**src/rtl/vx_itr_return_capture_pkg.sv**
```systemverilog
// Shared types and sizing helpers for the hw-interrupt return-PC capture block.
// Optional feature macro: VX_ITR_RET_TIMEOUT_EN (WAIT timeout and abort).
package vx_itr_return_capture_pkg;

    typedef enum logic [1:0] {
        IDLE  = 2'd0,
        DELAY = 2'd1,
        WAIT  = 2'd2
    } itr_ret_state_e;

    // Bits needed to hold values 0..v-1, never less than one bit.
    function automatic int unsigned log2up(input int unsigned v);
        return (v > 1) ? $clog2(v) : 1;
    endfunction

    // Counter width large enough for both the delay and the timeout count.
    function automatic int unsigned itr_ret_cnt_w(input int unsigned dly, input int unsigned tmo);
        return log2up(((dly > tmo) ? dly : tmo) + 1);
    endfunction

endpackage

```
**src/rtl/vx_itr_ret_slot.sv**
```systemverilog
// One issue-slot tracker: trigger/delay/wait FSM, wid latch and capture register.
// Optional feature macro: VX_ITR_RET_TIMEOUT_EN (WAIT counter and timeout pulse).
module vx_itr_ret_slot
    import vx_itr_return_capture_pkg::*;
#(
    parameter int unsigned WID_W          = 2,
    parameter int unsigned PC_W           = 32,
    parameter int unsigned PC_INC         = 4,
    parameter int unsigned DELAY_CYCLES   = 2,
    parameter int unsigned TIMEOUT_CYCLES = 64
) (
    input  logic             clk,
    input  logic             rst_n,
    input  logic             i_trig,
    input  logic [WID_W-1:0] i_trig_wid,
    input  logic             i_cmt_valid,
    input  logic             i_cmt_ready,
    input  logic [WID_W-1:0] i_cmt_wid,
    input  logic [PC_W-1:0]  i_cmt_pc,
    output logic             o_ret_valid,
    output logic [PC_W-1:0]  o_ret_pc,
    output logic             o_busy,
    output logic             o_rearm,
    output logic             o_timeout
);

    localparam int unsigned        CNT_W    = itr_ret_cnt_w(DELAY_CYCLES, TIMEOUT_CYCLES);
    localparam logic [CNT_W-1:0]   CNT_ONE  = CNT_W'(1);
    // Loaded with DELAY_CYCLES-1 so that, counting the trigger cycle, commits
    // become eligible exactly DELAY_CYCLES cycles after the trigger.
    localparam logic [CNT_W-1:0]   CNT_LOAD = CNT_W'((DELAY_CYCLES > 1) ? DELAY_CYCLES - 1 : 1);
    localparam logic [PC_W-1:0]    PC_ADD   = PC_W'(PC_INC);

    itr_ret_state_e   r_state, w_state_n;
    logic [CNT_W-1:0] r_cnt, w_cnt_n;
    logic [WID_W-1:0] r_wid, w_wid_n;
    logic [PC_W-1:0]  r_ret_pc, w_ret_pc_n;
    logic             r_ret_valid, w_ret_valid_n;
    logic             r_rearm, w_rearm_n;
    logic             w_fire;

`ifdef VX_ITR_RET_TIMEOUT_EN
    localparam logic [CNT_W-1:0] TMO_LAST = CNT_W'((TIMEOUT_CYCLES > 0) ? TIMEOUT_CYCLES - 1 : 0);
    logic [CNT_W-1:0] r_wcnt, w_wcnt_n;
    logic             r_timeout, w_timeout_n;
`endif

    assign w_fire      = (r_state == WAIT) & i_cmt_valid & i_cmt_ready & (i_cmt_wid == r_wid);
    assign o_busy      = (r_state != IDLE);
    assign o_ret_valid = r_ret_valid;
    assign o_ret_pc    = r_ret_pc;
    assign o_rearm     = r_rearm;

    // Next-state and capture decisions; a trigger always takes priority over a fire.
    always_comb begin
        w_state_n     = r_state;
        w_cnt_n       = r_cnt;
        w_wid_n       = r_wid;
        w_ret_pc_n    = r_ret_pc;
        w_ret_valid_n = 1'b0;
        w_rearm_n     = 1'b0;
`ifdef VX_ITR_RET_TIMEOUT_EN
        w_wcnt_n      = r_wcnt;
        w_timeout_n   = 1'b0;
`endif
        if (i_trig) begin
            w_rearm_n = (r_state != IDLE);
            w_wid_n   = i_trig_wid;
            if (DELAY_CYCLES > 1) begin
                w_state_n = DELAY;
                w_cnt_n   = CNT_LOAD;
            end else begin
                w_state_n = WAIT;
            end
`ifdef VX_ITR_RET_TIMEOUT_EN
            w_wcnt_n = '0;
`endif
        end else begin
            case (r_state)
                DELAY: begin
                    if (r_cnt == CNT_ONE) begin
                        w_state_n = WAIT;
`ifdef VX_ITR_RET_TIMEOUT_EN
                        w_wcnt_n  = '0;
`endif
                    end else begin
                        w_cnt_n = r_cnt - CNT_ONE;
                    end
                end
                WAIT: begin
                    if (w_fire) begin
                        w_state_n     = IDLE;
                        w_ret_pc_n    = i_cmt_pc + PC_ADD;
                        w_ret_valid_n = 1'b1;
                    end
`ifdef VX_ITR_RET_TIMEOUT_EN
                    else if (r_wcnt == TMO_LAST) begin
                        w_state_n   = IDLE;
                        w_timeout_n = 1'b1;
                    end else begin
                        w_wcnt_n = r_wcnt + CNT_ONE;
                    end
`endif
                end
                default: ;
            endcase
        end
    end

    // State, counter, wid latch and registered output pulses.
    always_ff @(posedge clk or negedge rst_n) begin
        if (!rst_n) begin
            r_state     <= IDLE;
            r_cnt       <= '0;
            r_wid       <= '0;
            r_ret_pc    <= '0;
            r_ret_valid <= 1'b0;
            r_rearm     <= 1'b0;
        end else begin
            r_state     <= w_state_n;
            r_cnt       <= w_cnt_n;
            r_wid       <= w_wid_n;
            r_ret_pc    <= w_ret_pc_n;
            r_ret_valid <= w_ret_valid_n;
            r_rearm     <= w_rearm_n;
        end
    end

`ifdef VX_ITR_RET_TIMEOUT_EN
    // WAIT-cycle counter and timeout pulse.
    always_ff @(posedge clk or negedge rst_n) begin
        if (!rst_n) begin
            r_wcnt    <= '0;
            r_timeout <= 1'b0;
        end else begin
            r_wcnt    <= w_wcnt_n;
            r_timeout <= w_timeout_n;
        end
    end

    assign o_timeout = r_timeout;
`else
    assign o_timeout = 1'b0;
`endif

endmodule

```
**src/rtl/vx_itr_return_capture.sv**
```systemverilog
// Per-issue-slot capture of the return PC after a hw-interrupt-entry WSPAWN
// (pc==0, wmask==0). Observes SFU commit handshakes only; never back-pressures.
// Optional feature macro: VX_ITR_RET_TIMEOUT_EN (abort WAIT after TIMEOUT_CYCLES).
module vx_itr_return_capture
    import vx_itr_return_capture_pkg::*;
#(
    parameter int unsigned ISSUE_CNT      = 4,
    parameter int unsigned WARP_CNT       = 4,
    parameter int unsigned WID_W          = log2up(WARP_CNT),
    parameter int unsigned PC_W           = 32,
    parameter int unsigned PC_INC         = 4,
    parameter int unsigned DELAY_CYCLES   = 2,
    parameter int unsigned TIMEOUT_CYCLES = 64
) (
    input  logic                    clk,
    input  logic                    reset_n,
    input  logic                    wctl_valid,
    input  logic                    wctl_wspawn,
    input  logic [WID_W-1:0]        wctl_wid,
    input  logic [PC_W-1:0]         wctl_pc,
    input  logic [WARP_CNT-1:0]     wctl_wmask,
    input  logic [ISSUE_CNT-1:0]    cmt_valid,
    input  logic [ISSUE_CNT-1:0]    cmt_ready,
    input  logic [ISSUE_CNT*WID_W-1:0] cmt_wid,
    input  logic [ISSUE_CNT*PC_W-1:0]  cmt_pc,
    output logic [ISSUE_CNT-1:0]    ret_valid,
    output logic [ISSUE_CNT*PC_W-1:0]  ret_pc,
    output logic [ISSUE_CNT-1:0]    busy,
    output logic [ISSUE_CNT-1:0]    rearm,
    output logic [ISSUE_CNT-1:0]    timeout
);

    logic                 w_trig;
    logic [ISSUE_CNT-1:0] w_slot_trig;

    assign w_trig = wctl_valid & wctl_wspawn & (wctl_pc == '0) & ~|wctl_wmask;

    for (genvar g = 0; g < ISSUE_CNT; g++) begin : g_slot
        assign w_slot_trig[g] = w_trig & ((32'(wctl_wid) % 32'(ISSUE_CNT)) == 32'(g));

        vx_itr_ret_slot #(
            .WID_W          (WID_W),
            .PC_W           (PC_W),
            .PC_INC         (PC_INC),
            .DELAY_CYCLES   (DELAY_CYCLES),
            .TIMEOUT_CYCLES (TIMEOUT_CYCLES)
        ) u_slot (
            .clk         (clk),
            .rst_n       (reset_n),
            .i_trig      (w_slot_trig[g]),
            .i_trig_wid  (wctl_wid),
            .i_cmt_valid (cmt_valid[g]),
            .i_cmt_ready (cmt_ready[g]),
            .i_cmt_wid   (cmt_wid[g*WID_W +: WID_W]),
            .i_cmt_pc    (cmt_pc[g*PC_W +: PC_W]),
            .o_ret_valid (ret_valid[g]),
            .o_ret_pc    (ret_pc[g*PC_W +: PC_W]),
            .o_busy      (busy[g]),
            .o_rearm     (rearm[g]),
            .o_timeout   (timeout[g])
        );
    end

endmodule

```
**config.mk**
```make
export PLATFORM = sky130hd
export DESIGN_NAME = vx_itr_return_capture
export DESIGN_NICKNAME = d
export VERILOG_FILES = /design/src/rtl/vx_itr_return_capture_pkg.sv /design/src/rtl/vx_itr_ret_slot.sv /design/src/rtl/vx_itr_return_capture.sv
export SDC_FILE = /design/constraint.sdc
export NUM_CORES = 1
export LEC_CHECK = 0
export BUFFER_PORTS_ARGS = -buffer_cell sky130_fd_sc_hd__buf_2
export CAP_MARGIN = 25
export CELL_PAD_IN_SITES_DETAIL_PLACEMENT = 0
export CELL_PAD_IN_SITES_GLOBAL_PLACEMENT = 2
export CORE_ASPECT_RATIO = 1.1
export CORE_MARGIN = 4
export CORE_UTILIZATION = 29
export CTS_BUF_LIST = sky130_fd_sc_hd__clkbuf_4
export DETAILED_ROUTE_END_ITERATION = 7
export PLACE_DENSITY = 0.81
export SYNTH_ARGS = -nofsm -noshare
export SYNTH_HDL_FRONTEND = slang
export SYNTH_SLANG_ARGS = --single-unit
export TNS_END_PERCENT = 20
```
**constraint.sdc**
```tcl
create_clock -name clk -period 1.93 [get_ports clk]
set_input_delay 0.193 -clock clk [delete_from_list [all_inputs] [get_ports clk]]
set_output_delay 0.193 -clock clk [all_outputs]
set_load 0.02 [all_outputs]
```
======== Word-level counts from Yosys, hierarchy flattened ========
Index checks and enable logic that the tools add are counted.
operators by class
  reduce and logical (&&, ||, !) cells .... 28
  multipliers ............................. 0
  eq/ne operators ......................... 31
  order comparisons ....................... 0
  div/mod/pow operators ................... 0
  shifts and indexed selects .............. 0
  multiplexer cells ....................... 44
  bitwise operators ....................... 23
  add/subtract/negate cells ............... 8
operator list
  kind                                                                     number
  32-bit by 3-bit adder with 32-bit output, second input constant          4
  7-bit 2-to-1 mux                                                         12
  32-bit zero test                                                         2
  7-bit by 1-bit == test with 1-bit output, second input constant          4
  7-bit by 1-bit subtractor with 7-bit output, second input constant       4
  2-bit 2-to-1 mux                                                         12
  3-bit by 1-bit inequality test with 1-bit output, second input constant  8
  3-bit AND reduction                                                      8
  1-bit AND                                                                19
  1-bit 2-to-1 mux                                                         16
  2-bit case mux with 2 select lines                                       4
  2-bit nonzero test                                                       8
  2-bit == test, second input constant                                     6
  3-bit nonzero test                                                       4
  2-bit by 1-bit == test with 1-bit output, second input constant          5
  2-bit == test                                                            4
  2-bit by 1-bit inequality test with 1-bit output, second input constant  4
  2-bit AND reduction                                                      4
  1-bit inverter                                                           4
  4-bit OR reduction                                                       1
  1-bit zero test                                                          1
word-level totals
  latch bits .............................. 0
  ROM bits ................................ 0
  memory bits (writable) .................. 0
  input port bits ......................... 186
  memories kept ........................... 0
  flip-flop bits (word level) ............. 180
  output and inout bits ................... 144
  word-level logic and storage cells ...... 158

======== Longest topological paths before layout ========
  depth in word-level cells ............... 7
  gate-level depth with buffers ........... 8
  mapped depth without buffers ............ 7

======== Cells and area by module ========
A second synthesis with hierarchy kept.
second synthesis, totals
  cell total of the unflattened synthesis .. 1,085
  area, all modules ....................... 9,979.6 um2
by module, submodules not included
  module                 area an instance (um2)  cells each  times used  sequential area each (um2)
  vx_itr_ret_slot        2,452.4                 266         4           1,126.1
  vx_itr_return_capture  170.2                   21          1           0.0

======== Worst setup path before layout ========
OpenSTA, ideal clock, no wires.
  path type ............................... register to register
  start point ............................. register g_slot[1].u_slot.r_state[0]
  end point ............................... register g_slot[1].u_slot.r_ret_pc[24]
  period minus slack after synthesis ...... 1.983 ns
  path slack .............................. -0.053 ns
  library setup time ...................... 0.125 ns
  required time ........................... 1.805 ns
  cell stages (with the launch flop) ...... 8
  data arrival time ....................... 1.858 ns
  path buffers ............................ 1
  path through ............................ dfrtp_1 -> inv_1 -> ha_1 -> nand3_1 -> nor3_1 -> a21boi_1 -> buf_2 -> mux2_2
between the ends
  longest elaborated chain between the ends .. 5
ends and longest elaborated chain
  item                                    RTL line                                      RTL
  start, declared                         vx_itr_ret_slot.sv:34                         itr_ret_state_e r_state, w_state_n;
  start signal, assigned                  vx_itr_ret_slot.sv:120                        r_state <= w_state_n;
  2-bit == test *                         vx_itr_ret_slot.sv:48, vx_itr_ret_slot.sv:79
  1-bit AND (3 in series)                 vx_itr_ret_slot.sv:48                         assign w_fire = (r_state == WAIT) & i_cmt_valid & i_cmt_ready & (i_cmt_wid == r_wid);
  3-bit AND reduction (no source line) *  --
  end signal, assigned                    vx_itr_ret_slot.sv:123                        r_ret_pc <= w_ret_pc_n;
  end, declared                           vx_itr_ret_slot.sv:37                         logic [PC_W-1:0] r_ret_pc, w_ret_pc_n;
Mark *: on every way between the ends. The rest lies on a longest branch, timed or not.
A chain may end at the register's enable or synchronous reset.

======== Worst setup path after layout ========
  start point ............................. register g_slot[3].u_slot.r_state[0]
  end point ............................... register g_slot[3].u_slot.r_ret_pc[5]
between the ends
  longest elaborated chain between the ends .. 5
ends and longest elaborated chain
  item                                    RTL line
  start, declared                         vx_itr_ret_slot.sv:34
  start signal, assigned                  vx_itr_ret_slot.sv:120
  2-bit == test *                         vx_itr_ret_slot.sv:48, vx_itr_ret_slot.sv:79
  1-bit AND (3 in series)                 vx_itr_ret_slot.sv:48
  3-bit AND reduction (no source line) *  --
  end signal, assigned                    vx_itr_ret_slot.sv:123
  end, declared                           vx_itr_ret_slot.sv:37
Marks and branches as above.

==> impl_metrics.env <==
export IMPL_status="complete, but fails checks"
export IMPL_numClockSinks=180
export IMPL_dieArea_um2=37200
export IMPL_syn_avg_cell_area_um2=10.8
export IMPL_die_height_um=202
export IMPL_crit_path_category="reg2reg"
export IMPL_layout_commonest_cell="buf_2"
export IMPL_report_power_total_w=0.0134
export IMPL_clock_tree_from_tritoncts="built"
export IMPL_fin_nets=1623
export IMPL_rows=70
export IMPL_worst_r2r_startpoint="g_slot[3].u_slot.r_state[0]$_DFFE_PN0P_"
export IMPL_setup_viol=15
export IMPL_portBuffers=325
export IMPL_critical_path_cell_chain="inv_2 > ha_4 > nand3_2 > nor3_2 > buf_4 > inv_2 > a31oi_4 > buf_12 > clkbuf_16 > mux2_4"
export IMPL_least_setup_slack_across_all_paths_after_layout_ns=-0.0370
export IMPL_area_growth_pct=46.6
export IMPL_synth_edff_count=0
export IMPL_fin_crit_sh_pct=102
export IMPL_cp_common_cell="inv_2"
export IMPL_hold_path_depth=3
export IMPL_dp_worst_setup_slack_ns=-0.158
export IMPL_clk_pin_slew_worst_paths_ns=0.16
export IMPL_cp_slowest_cell="dfrtp_1"
export IMPL_vdd_ir_drop_max_mv=0.588
export IMPL_failed_checks="setup timing"
export IMPL_cp_max_fo=16
export IMPL_grt_total_ovfl=0
export IMPL_area_of_the_mapped_netlist_um2=9900
export IMPL_detail_route_iter0_violations=268
export IMPL_r2r_cells=10
export IMPL_h_tree_depth=4
export IMPL_syn_inst=914
export IMPL_final_hpwl_dp_mm=20.5
export IMPL_tns_ns=-0.409
export IMPL_final_layout_size_suffix_gt1_share_pct=41.6
export IMPL_drv_cap=0
export IMPL_crit_arrival_ns=2.43
export IMPL_cpPeakStageDelay_ns=0.43
export IMPL_starting_utilization_of_the_core_area_pct=29.6
export IMPL_ctsLongestPathBuffers=2
export IMPL_yosys_most_used_dff="dfrtp_1"
export IMPL_drc=0
export IMPL_vias=8468
export IMPL_synth_cell_types=42
export IMPL_area_post_placement_um2=12300
export IMPL_detailed_route_wl_mm=28.4
export IMPL_postSynthRegisterBits=180
export IMPL_finalInstanceArea_um2=14500
export IMPL_synth_sequential_area_ratio_pct=45.5
export IMPL_gp_congestion=0.801
export IMPL_worst_r2r_setup_slack_ns=-0.04
export IMPL_hold_path_class="in2reg"
export IMPL_drt_first_pass_iters=4
export IMPL_worst_skew_pair_late_latency_ns=0.58
export IMPL_post_dr_wirelength_cell_um=15.3
export IMPL_report_final_hold_viol_count=0
export IMPL_pwr_density_cell_nw_per_um2=924
export IMPL_required_ns=2.40
export IMPL_grt_usage_pct=14.8
export IMPL_timing_hold_worst_endpoint="g_slot[2].u_slot.o_ret_pc[12]$_DFFE_PN0P_"
export IMPL_antenna_violating_nets_post_route=0
export IMPL_viasPerCell=4.55
export IMPL_synthArstFlopShare_pct=100
export IMPL_final_max_slew_viol_count=0
export IMPL_ys_warn_count=0
export IMPL_worstHoldStart="cmt_pc[76]"
export IMPL_grt_pass1_vias=8816
export IMPL_grt_pass1_wl_mm=45.0
export IMPL_finClkSkew_ns=0.0304
export IMPL_fp_coreArea_um2=33500
export IMPL_most_common_layout_cells="buf_2, dfrtp_1, dlygate4sd3_1"
export IMPL_critical_path_buf_inv_count=5
export IMPL_cts_buffers_inserted=17
export IMPL_maximum_number_of_pins_on_one_net_before_global_route_repair=53
export IMPL_grt_antenna_before_repair=1
export IMPL_critPathTopFamily="buffers and inverters"
export IMPL_power_leakage_nw=6.70
export IMPL_timing_critical_path_to_type="flop"
export IMPL_dieWidth_um=184
export IMPL_top_level_ports=330
export IMPL_clk_root_buffer_cell="clkbuf_4"
export IMPL_rsz0062_at_grt="true"
export IMPL_max_freq_mhz=508
export IMPL_r2r_end="g_slot[3].u_slot.o_ret_pc[5]$_DFFE_PN0P_"
export IMPL_setup_worst_path_start_class="flop"
export IMPL_finalWorstPathRequiredPeriod_ns=1.97
where the power goes:
part / switching [W] / total (W) / internal, W
registers: 0.000628 / 0.00550 / 0.00487
logic: 0.00293 / 0.00547 / 0.00254
clock network: 0.00150 / 0.00244 / 0.000939
total: 0.00505 / 0.0134 / 0.00836
synth_stat cells (15+ instances only):
library cell | number | area, µm²
clkbuf_1 | 15 | 56.3
nand4_1 | 26 | 163
nand2_1 | 49 | 184
nor4_1 | 31 | 194
xnor2_1 | 88 | 771
ha_1 | 24 | 300
xor2_1 | 56 | 490
nor2_1 | 59 | 221
and4_1 | 16 | 140
inv_1 | 42 | 158
nand3_1 | 54 | 270
dfrtp_1 | 180 | 4500
buf_4 | 16 | 120
and3_1 | 17 | 106
mux2_2 | 123 | 1390
nor3_1 | 29 | 145
cell families after synthesis:
family	synth area share, %
other	0.0379
DFF	45.5
AOI/OAI and AO/OA	1.50
xor gates and xnor gates	12.7
and+or+nand+nor	17.8
adders and majority gates	3.03
buffers and inverters	4.92
muxes	14.5
worst max-delay path by stage:
stage                                            startpoint                                   endpoint  slack, ns  depth (start not counted)
CTS                 g_slot[2].u_slot.r_state[0]$_DFFE_PN0P_  g_slot[2].u_slot.o_ret_pc[22]$_DFFE_PN0P_      -0.08                         10
floorplan           g_slot[3].u_slot.r_state[0]$_DFFE_PN0P_   g_slot[3].u_slot.o_ret_pc[0]$_DFFE_PN0P_      -0.04                          8
global placement                                 wctl_pc[1]  g_slot[2].u_slot.o_ret_pc[29]$_DFFE_PN0P_      -0.14                          8
detailed placement                               wctl_pc[1]  g_slot[2].u_slot.o_ret_pc[24]$_DFFE_PN0P_      -0.16                          8
global route        g_slot[2].u_slot.r_state[0]$_DFFE_PN0P_  g_slot[2].u_slot.o_ret_pc[31]$_DFFE_PN0P_      -0.12                          9
finish              g_slot[3].u_slot.r_state[0]$_DFFE_PN0P_   g_slot[3].u_slot.o_ret_pc[5]$_DFFE_PN0P_      -0.04                         10
area by class of cell:
cell class | count | area (µm²)
Clock buffer | 17 | 128
Clock inverter | 15 | 194
Timing Repair Buffer | 524 | 3680
Multi-Input combinational cell | 648 | 5310
Antenna cell | 2 | 5.00
Sequential cell | 180 | 4500
Fill cell | 3249 | 18900
Inverter | 42 | 158
Tap cell | 432 | 541
metrics by stage:
| step | instances | utilization (%) | hold WS (ns) |
|---|---|---|---|
| 6_report | 1860 | 43.4 | 0.0807 |
| 5_1_grt | 1860 | 43.4 | 0.00310 |
| 4_1_cts | 1854 | 42.6 | 0.00126 |
| 3_5_place_dp | 1687 | 36.9 | 0.219 |
| 3_3_place_gp | 1687 | 36.9 | 0.218 |
| 2_1_floorplan | 917 | - | -0.103 |
registers in the layout, indices dropped and copies added, names as in the netlist:
signal and count:
g_slot.u_slot.o_ret_pc 128, g_slot.u_slot.r_cnt 28, g_slot.u_slot.r_state 8, g_slot.u_slot.r_wid 8
g_slot.u_slot.o_rearm 4, g_slot.u_slot.o_ret_valid 4
worst min-delay path, cell delays in order:
cell and delay (ns):
buf_2 0.11, xor2_1 0.17, mux2_4 0.16
per-layer routing:
layer | vias to the layer above | part of all wire [%] | wire (µm) | GRT usage (%)
met3 | 23 | 5.0 | 1410 | 2.93
met1 | 4061 | 42 | 12000 | 18.1
met5 | - | 0 | 0 | 0
li1 | 4146 | - | - | -
met4 | 0 | 1.3 | 381 | 3.43
met2 | 238 | 51 | 14600 | 26.7
what timing repair did:
| action | CTS | global route |
|---|---|---|
| hold buffers | 120 | 0 |
| gates resized for setup | 53 | 47 |
| hold endpoints to repair | 295 | 0 |
| setup endpoints to repair | 123 | 123 |
| buffers inserted | 13 | 2 |
| pin swaps | 1 | 1 |
| gates cloned | 2 | 3 |
Note: power is estimated with default switching activity, not from simulation.
